File: src/rtl/aibcr3_dll_codereg_mc_if.sv
// Bundle of scan, control and code signals between the DLL lock state machines
// and the multi-channel delay-code register.
interface aibcr3_dll_codereg_mc_if #(
    parameter int NCH     = 2,
    parameter int GREY_W  = 7,
    parameter int IGRAY_W = 3
);
    logic                     SE;
    logic                     SI;
    logic                     SO_OUT;
    logic                     capture_mode;
    logic                     freeze;
    logic                     ovr_en;
    logic [GREY_W-1:0]        ovr_grey;
    logic [IGRAY_W-1:0]       ovr_igray;
    logic [NCH-1:0]           code_valid;
    logic [NCH*GREY_W-1:0]    sm_grey;
    logic [NCH*IGRAY_W-1:0]   sm_igray;
    logic [NCH*GREY_W-1:0]    grey;
    logic [NCH*IGRAY_W-1:0]   igray;
    logic [NCH-1:0]           valid_sync;
    logic [NCH-1:0]           upd_pulse;

    modport master (
        output SE, SI, capture_mode, freeze, ovr_en, ovr_grey, ovr_igray,
               code_valid, sm_grey, sm_igray,
        input  SO_OUT, grey, igray, valid_sync, upd_pulse
    );

    modport slave (
        input  SE, SI, capture_mode, freeze, ovr_en, ovr_grey, ovr_igray,
               code_valid, sm_grey, sm_igray,
        output SO_OUT, grey, igray, valid_sync, upd_pulse
    );
endinterface

File: src/rtl/aibcr3_dll_codereg_mc.sv
// Multi-channel DLL delay-code holding register: every state flop lives in one
// flat scan vector, with per-channel fields carved out of it by fixed offsets.
module aibcr3_dll_codereg_mc #(
    parameter int NCH         = 2,
    parameter int GREY_W      = 7,
    parameter int IGRAY_W     = 3,
    parameter int SYNC_STAGES = 2
) (
    input  logic                  CK,
    input  logic                  RST,
    aibcr3_dll_codereg_mc_if.slave bus
);
    // Per-channel layout: sync[0..S-1], vq, grey[0..G-1], igray[0..I-1]
    localparam int OFS_VQ  = SYNC_STAGES;
    localparam int OFS_G   = SYNC_STAGES + 1;
    localparam int OFS_I   = SYNC_STAGES + 1 + GREY_W;
    localparam int CW      = SYNC_STAGES + 1 + GREY_W + IGRAY_W;
    localparam int CHAIN_W = NCH * CW;

    logic [CHAIN_W-1:0] chain_q, chain_d;
    logic [NCH-1:0]     chg_q, chg_d;
    logic [NCH-1:0]     upd_q, upd_d;
    logic [NCH-1:0]     ld_s;

    // Next state: scan shift, or synchroniser advance plus code load/hold per channel
    always_comb begin
        chain_d = chain_q;
        chg_d   = '0;
        upd_d   = '0;
        ld_s    = '0;
        if (bus.SE) begin
            chain_d = {chain_q[CHAIN_W-2:0], bus.SI};
        end else begin
            upd_d = chg_q;
            for (int c = 0; c < NCH; c++) begin
                chain_d[c*CW] = bus.code_valid[c];
                for (int k = 1; k < SYNC_STAGES; k++) begin
                    chain_d[c*CW+k] = chain_q[c*CW+k-1];
                end
                chain_d[c*CW+OFS_VQ] = chain_q[c*CW+SYNC_STAGES-1];
                // Capture mode only loads on the synchronised valid's rising edge
                if (bus.capture_mode) begin
                    ld_s[c] = chain_q[c*CW+SYNC_STAGES-1] & ~chain_q[c*CW+OFS_VQ];
                end else begin
                    ld_s[c] = chain_q[c*CW+SYNC_STAGES-1];
                end
                if (bus.freeze) begin
                    chain_d[c*CW+OFS_G +: GREY_W+IGRAY_W] = chain_q[c*CW+OFS_G +: GREY_W+IGRAY_W];
                end else if (bus.ovr_en) begin
                    chain_d[c*CW+OFS_G +: GREY_W]  = bus.ovr_grey;
                    chain_d[c*CW+OFS_I +: IGRAY_W] = bus.ovr_igray;
                end else if (ld_s[c]) begin
                    chain_d[c*CW+OFS_G +: GREY_W]  = bus.sm_grey[c*GREY_W +: GREY_W];
                    chain_d[c*CW+OFS_I +: IGRAY_W] = bus.sm_igray[c*IGRAY_W +: IGRAY_W];
                end else begin
                    chain_d[c*CW+OFS_G +: GREY_W+IGRAY_W] = chain_q[c*CW+OFS_G +: GREY_W+IGRAY_W];
                end
                chg_d[c] = (chain_d[c*CW+OFS_G +: GREY_W+IGRAY_W] !=
                            chain_q[c*CW+OFS_G +: GREY_W+IGRAY_W]);
            end
        end
    end

    // State registers; the change flag is staged once more before becoming the pulse
    always_ff @(posedge CK) begin
        if (RST) begin
            chain_q <= '0;
            chg_q   <= '0;
            upd_q   <= '0;
        end else begin
            chain_q <= chain_d;
            chg_q   <= chg_d;
            upd_q   <= upd_d;
        end
    end

    for (genvar c = 0; c < NCH; c++) begin : g_out
        assign bus.grey[c*GREY_W +: GREY_W]    = chain_q[c*CW+OFS_G +: GREY_W];
        assign bus.igray[c*IGRAY_W +: IGRAY_W] = chain_q[c*CW+OFS_I +: IGRAY_W];
        assign bus.valid_sync[c]               = chain_q[c*CW+SYNC_STAGES-1];
    end

    assign bus.upd_pulse = upd_q;
    assign bus.SO_OUT    = chain_q[CHAIN_W-1];
endmodule

File: src/flat_wrapper.sv
// flat-port wrapper written by rule: the top's interface ports become plain ports
module aibcr3_dll_codereg_mc_flat 
#(
    parameter int NCH         = 2,
    parameter int GREY_W      = 7,
    parameter int IGRAY_W     = 3,
    parameter int SYNC_STAGES = 2
)
  (CK, RST, bus_SE, bus_SI, bus_capture_mode, bus_freeze, bus_ovr_en, bus_ovr_grey, bus_ovr_igray, bus_code_valid, bus_sm_grey, bus_sm_igray, bus_SO_OUT, bus_grey, bus_igray, bus_valid_sync, bus_upd_pulse);
  aibcr3_dll_codereg_mc_if #(.NCH(NCH), .GREY_W(GREY_W), .IGRAY_W(IGRAY_W)) bus_i ();
  input  logic CK;
  input  logic RST;
  input wire logic [$bits(bus_i.SE)-1:0] bus_SE;
  input wire logic [$bits(bus_i.SI)-1:0] bus_SI;
  input wire logic [$bits(bus_i.capture_mode)-1:0] bus_capture_mode;
  input wire logic [$bits(bus_i.freeze)-1:0] bus_freeze;
  input wire logic [$bits(bus_i.ovr_en)-1:0] bus_ovr_en;
  input wire logic [$bits(bus_i.ovr_grey)-1:0] bus_ovr_grey;
  input wire logic [$bits(bus_i.ovr_igray)-1:0] bus_ovr_igray;
  input wire logic [$bits(bus_i.code_valid)-1:0] bus_code_valid;
  input wire logic [$bits(bus_i.sm_grey)-1:0] bus_sm_grey;
  input wire logic [$bits(bus_i.sm_igray)-1:0] bus_sm_igray;
  output wire logic [$bits(bus_i.SO_OUT)-1:0] bus_SO_OUT;
  output wire logic [$bits(bus_i.grey)-1:0] bus_grey;
  output wire logic [$bits(bus_i.igray)-1:0] bus_igray;
  output wire logic [$bits(bus_i.valid_sync)-1:0] bus_valid_sync;
  output wire logic [$bits(bus_i.upd_pulse)-1:0] bus_upd_pulse;
  assign bus_i.SE = bus_SE;
  assign bus_i.SI = bus_SI;
  assign bus_i.capture_mode = bus_capture_mode;
  assign bus_i.freeze = bus_freeze;
  assign bus_i.ovr_en = bus_ovr_en;
  assign bus_i.ovr_grey = bus_ovr_grey;
  assign bus_i.ovr_igray = bus_ovr_igray;
  assign bus_i.code_valid = bus_code_valid;
  assign bus_i.sm_grey = bus_sm_grey;
  assign bus_i.sm_igray = bus_sm_igray;
  assign bus_SO_OUT = bus_i.SO_OUT;
  assign bus_grey = bus_i.grey;
  assign bus_igray = bus_i.igray;
  assign bus_valid_sync = bus_i.valid_sync;
  assign bus_upd_pulse = bus_i.upd_pulse;
  aibcr3_dll_codereg_mc #(.NCH(NCH), .GREY_W(GREY_W), .IGRAY_W(IGRAY_W), .SYNC_STAGES(SYNC_STAGES)) u_core (.CK(CK), .RST(RST), .bus(bus_i));
endmodule
File: config.mk
export PLATFORM = sky130hd
export DESIGN_NAME = aibcr3_dll_codereg_mc_flat
export DESIGN_NICKNAME = d
export VERILOG_FILES = /design/src/rtl/aibcr3_dll_codereg_mc_if.sv /design/src/rtl/aibcr3_dll_codereg_mc.sv /design/src/flat_wrapper.sv
export SDC_FILE = /design/constraint.sdc
export NUM_CORES = 1
export LEC_CHECK = 0
export CORE_MARGIN = 8
export CORE_UTILIZATION = 48
export DETAILED_ROUTE_END_ITERATION = 10
export PLACE_DENSITY = 0.84
export SYNTH_ARGS = -nofsm -noshare
export SYNTH_HDL_FRONTEND = slang
export SYNTH_SLANG_ARGS = --single-unit
File: constraint.sdc
create_clock -name CK -period 1.8 [get_ports CK]
set_input_delay 0.54 -clock CK [delete_from_list [all_inputs] [get_ports CK]]
set_output_delay 0.54 -clock CK [all_outputs]
set_load 0.01 [all_outputs]
==> flow_metrics.env <==
export IMPL_cp_slowest_stage_delay_ns=0.56
export IMPL_wire_per_inst_um=18.1
export IMPL_yosysSeqAreaShare_pct=27.0
export IMPL_synth_async_sr_flop_share_pct=0
export IMPL_post_synth_cell_area_avg_um2=7.87
export IMPL_fin_setup_tns_ns=0
export IMPL_area_growth_synth_to_final_pct=48.4
export IMPL_synth_area_top_cells="dfxtp_1, buf_4, xor2_1"
export IMPL_final_cell_utilization_of_the_core_pct=74.9
export IMPL_final_area_um2=3310
export IMPL_first_pass_grt_wire_length_um=12200
export IMPL_numCtsBuffers=5
export IMPL_clockRootBuffer="clkbuf_8"
export IMPL_track_usage_pct=20.4
export IMPL_postCtsSetupBuffers=0
export IMPL_crit_path_start_kind="flip-flop"
export IMPL_synth_area_leader_cell="dfxtp_1"
export IMPL_report_final_slew_viol_count=0
export IMPL_finalSetupViolCount=0
export IMPL_fraction_of_layout_instances_using_a_drive_strength_above_1_pct=24.4
export IMPL_synth_cells=283
export IMPL_yosys_area_top_type_share_pct=27.0
export IMPL_leakagePower_nw=1.56
export IMPL_tritoncts_clock_tree="built"
export IMPL_max_clock_path_buffers=2
export IMPL_timing_critical_path_required_ns=1.26
export IMPL_whs_ns=0.449
export IMPL_detail_route_drc_violations=0
export IMPL_final_nets=399
export IMPL_powerDensity_nw_per_um2=593
export IMPL_critical_path_max_fanout=6
export IMPL_grt_max_degree=31
export IMPL_regToRegStartpoint="u_core.chain_q[14]"
export IMPL_switchingPower_mw=0.609
export IMPL_dr_total_vias=2467
export IMPL_tightestPinTransition_ns=0.334
export IMPL_ir_drop_mv=0.440
export IMPL_yosys_top_cells_count="dfxtp_1, buf_4, inv_1, nor2b_1, xor2_1"
export IMPL_timing_critical_path_cells="clkdlybuf4s50_1"
export IMPL_ctsHtreeMaxLevel=2
export IMPL_die_area_um2=7080
export IMPL_timing_clock_skew_ns=0.00261
export IMPL_die_y_um=84.1
export IMPL_clock_sink_count=30
export IMPL_critPathCapture="bus_igray[5]"
export IMPL_design_portCount=64
export IMPL_fillers=342
export IMPL_max_cap_viol=0
export IMPL_timing_rr_end="u_core.chg_q[1]"
export IMPL_reg2regPathDepth=5
export IMPL_ys_dominant_reg_cell="dfxtp_1"
export IMPL_stdcell_count=413
export IMPL_most_repeated_cell_in_the_gate_level_netlist_after_synthesis="dfxtp_1"
export IMPL_post_dp_cell_area_um2=3060
export IMPL_yosys_warnings=0
export IMPL_power_combinational_fraction_pct=32.1
export IMPL_post_synth_instance_area_um2=2230
export IMPL_detailed_place_hpwl_um=5500
export IMPL_via_per_inst=5.97
export IMPL_worst_setup_hold_path_clk_slew_ns=0.07
export IMPL_internal_power_mw=1.35
export IMPL_number_of_global_route_vias_before_repair=2502
export IMPL_synth_seq_cells=30
export IMPL_placeableCoreArea_um2=4410
export IMPL_cp_arrival_ns=1.23
export IMPL_critical_path_endpoint_type="primary output"
export IMPL_timing_setup_critical_path_class="reg -> out"
export IMPL_cp_startpoint="u_core.chain_q[25]"
export IMPL_first_pass_iters=7
export IMPL_min_cycle_time_layout_ns=1.77
export IMPL_seq_power_share_pct=38.9
export IMPL_fmaxAchievable_ghz=0.563
export IMPL_gp_congestion=0.932
export IMPL_synth_edff_count=0
export IMPL_antenna_cells=0
export IMPL_area_occupied_by_multi_input_gates_um2=1410
export IMPL_status="finished clean"
export IMPL_ff_latch_area_um2=617
export IMPL_initial_core_util_pct=50.5
export IMPL_row_count=24
export IMPL_rsz0062_at_grt="no"
export IMPL_die_width_um=84.1
export IMPL_critical_path_buf_inv_count=1
export IMPL_cts_hold_buf=0
export IMPL_drt_iter0_markers=170
export IMPL_detail_route_wirelength_um=7480
export IMPL_antenna_found_initial=0
export IMPL_crit_path_top_delay_cell="clkdlybuf4s50_1"
export IMPL_maxSlewHeadroom_pct=77.7
export IMPL_cp_top_family="buffers and inverters"
export IMPL_io_buffers=63
export IMPL_setup_reg_to_reg_worst_slack_ns=0.29
export IMPL_final_hold_vios=0
export IMPL_ant_nets=0
export IMPL_grt_remaining_overflow=0
export IMPL_cp_num_cells=1
export IMPL_clkLatencyLatePin_ns=0.28
export IMPL_layout_worst_path_cycle_share_pct=98.6
export IMPL_mappedNetlistNets=322
export IMPL_synth_lib_cells_used_distinct=47
export IMPL_sw_frac_of_total_pct=31.1
export IMPL_power_share_of_the_clock_group_pct=28.9
export IMPL_hold_path_class="reg -> reg"
export IMPL_placed_cells_incl_taps=405
-- registers in the layout, summed over array words and instances (netlist names) --
register,count
u_core.bus.upd_pulse,2
u_core.chg_q,2
u_core.chain_q,26
-- worst min-delay path by stage --
| stage | endpoint | slack [ns] | startpoint | cells after the start |
|---|---|---|---|---|
| final | u_core.chain_q[14] | 0.45 | u_core.chain_q[13] | 1 |
| after global routing | u_core.chain_q[1] | 0.46 | u_core.chain_q[0] | 1 |
| after floorplan | u_core.chain_q[14] | 0.41 | u_core.chain_q[13] | 1 |
| after detailed placement | u_core.chain_q[1] | 0.43 | u_core.chain_q[0] | 1 |
| after global placement | u_core.chain_q[1] | 0.42 | u_core.chain_q[0] | 1 |
| after CTS | u_core.chain_q[1] | 0.45 | u_core.chain_q[0] | 1 |
-- layer usage --
metal	global-route usage, %	vias to the layer above	wire (um)
li1	-	1155	-
met1	24.9	1174	3090
met2	34.1	120	3640
met3	5.08	18	573
met4	6.44	0	176
met5	0	-	0
-- power groups by stage --
stage               combinational (mW)  sequential (mW)  clock, mW
finish                           0.630            0.763      0.567
global route                     0.678            0.768      0.606
CTS                              0.609            0.760      0.578
detailed placement               0.607            0.770          0
global placement                 0.601            0.769          0
floorplan                        0.330            0.763          0
-- area by class of cell --
class                           instances  area share [%]
Inverter                               19            2.16
Multi-Input combinational cell        194            42.7
Tap cell                               52            1.97
Clock inverter                          1           0.151
Clock buffer                            7            2.61
Timing Repair Buffer                  110            31.8
Sequential cell                        30            18.7
-- repair_timing --
item | CTS | global route
gates resized for setup | 30 | 34
pin swaps | 6 | 12
gates cloned | 0 | 0
endpoints found under the setup margin | 23 | 13
-- kinds of logic after synthesis --
| family | synth area share (%) |
|---|---|
| AO/OA/AOI/OAI | 31.5 |
| AND/OR/NAND/NOR | 17.5 |
| buffers and inverters | 14.4 |
| flip-flops | 27.0 |
| XOR/XNOR | 8.26 |
| multiplexers | 1.35 |
-- per-stage QoR --
stage	power (mW)	worst slack, ns
2_1_floorplan	1.09	0.143
3_3_place_gp	1.37	-0.335
3_5_place_dp	1.38	-0.384
4_1_cts	1.95	0.00198
5_1_grt	2.05	0.000199
6_report	1.96	0.0251
-- placed cells by master, fill, tap and decap left out, types with 7 or more instances in the layout --
| cell type | count |
|---|---|
| a21oi_1 | 14 |
| nand2_1 | 10 |
| xor2_1 | 15 |
| nor2b_1 | 18 |
| clkdlybuf4s50_1 | 33 |
| dlymetal6s2s_1 | 18 |
| o21a_1 | 7 |
| inv_1 | 18 |
| dlygate4sd2_1 | 12 |
| dfxtp_1 | 17 |
| nor3_1 | 14 |
| nor2_1 | 14 |
| a22oi_1 | 17 |
| dfxtp_2 | 13 |
| a211oi_1 | 11 |
| buf_4 | 44 |
| a21o_1 | 9 |
No activity file was read; power rests on OpenSTA's default activity.
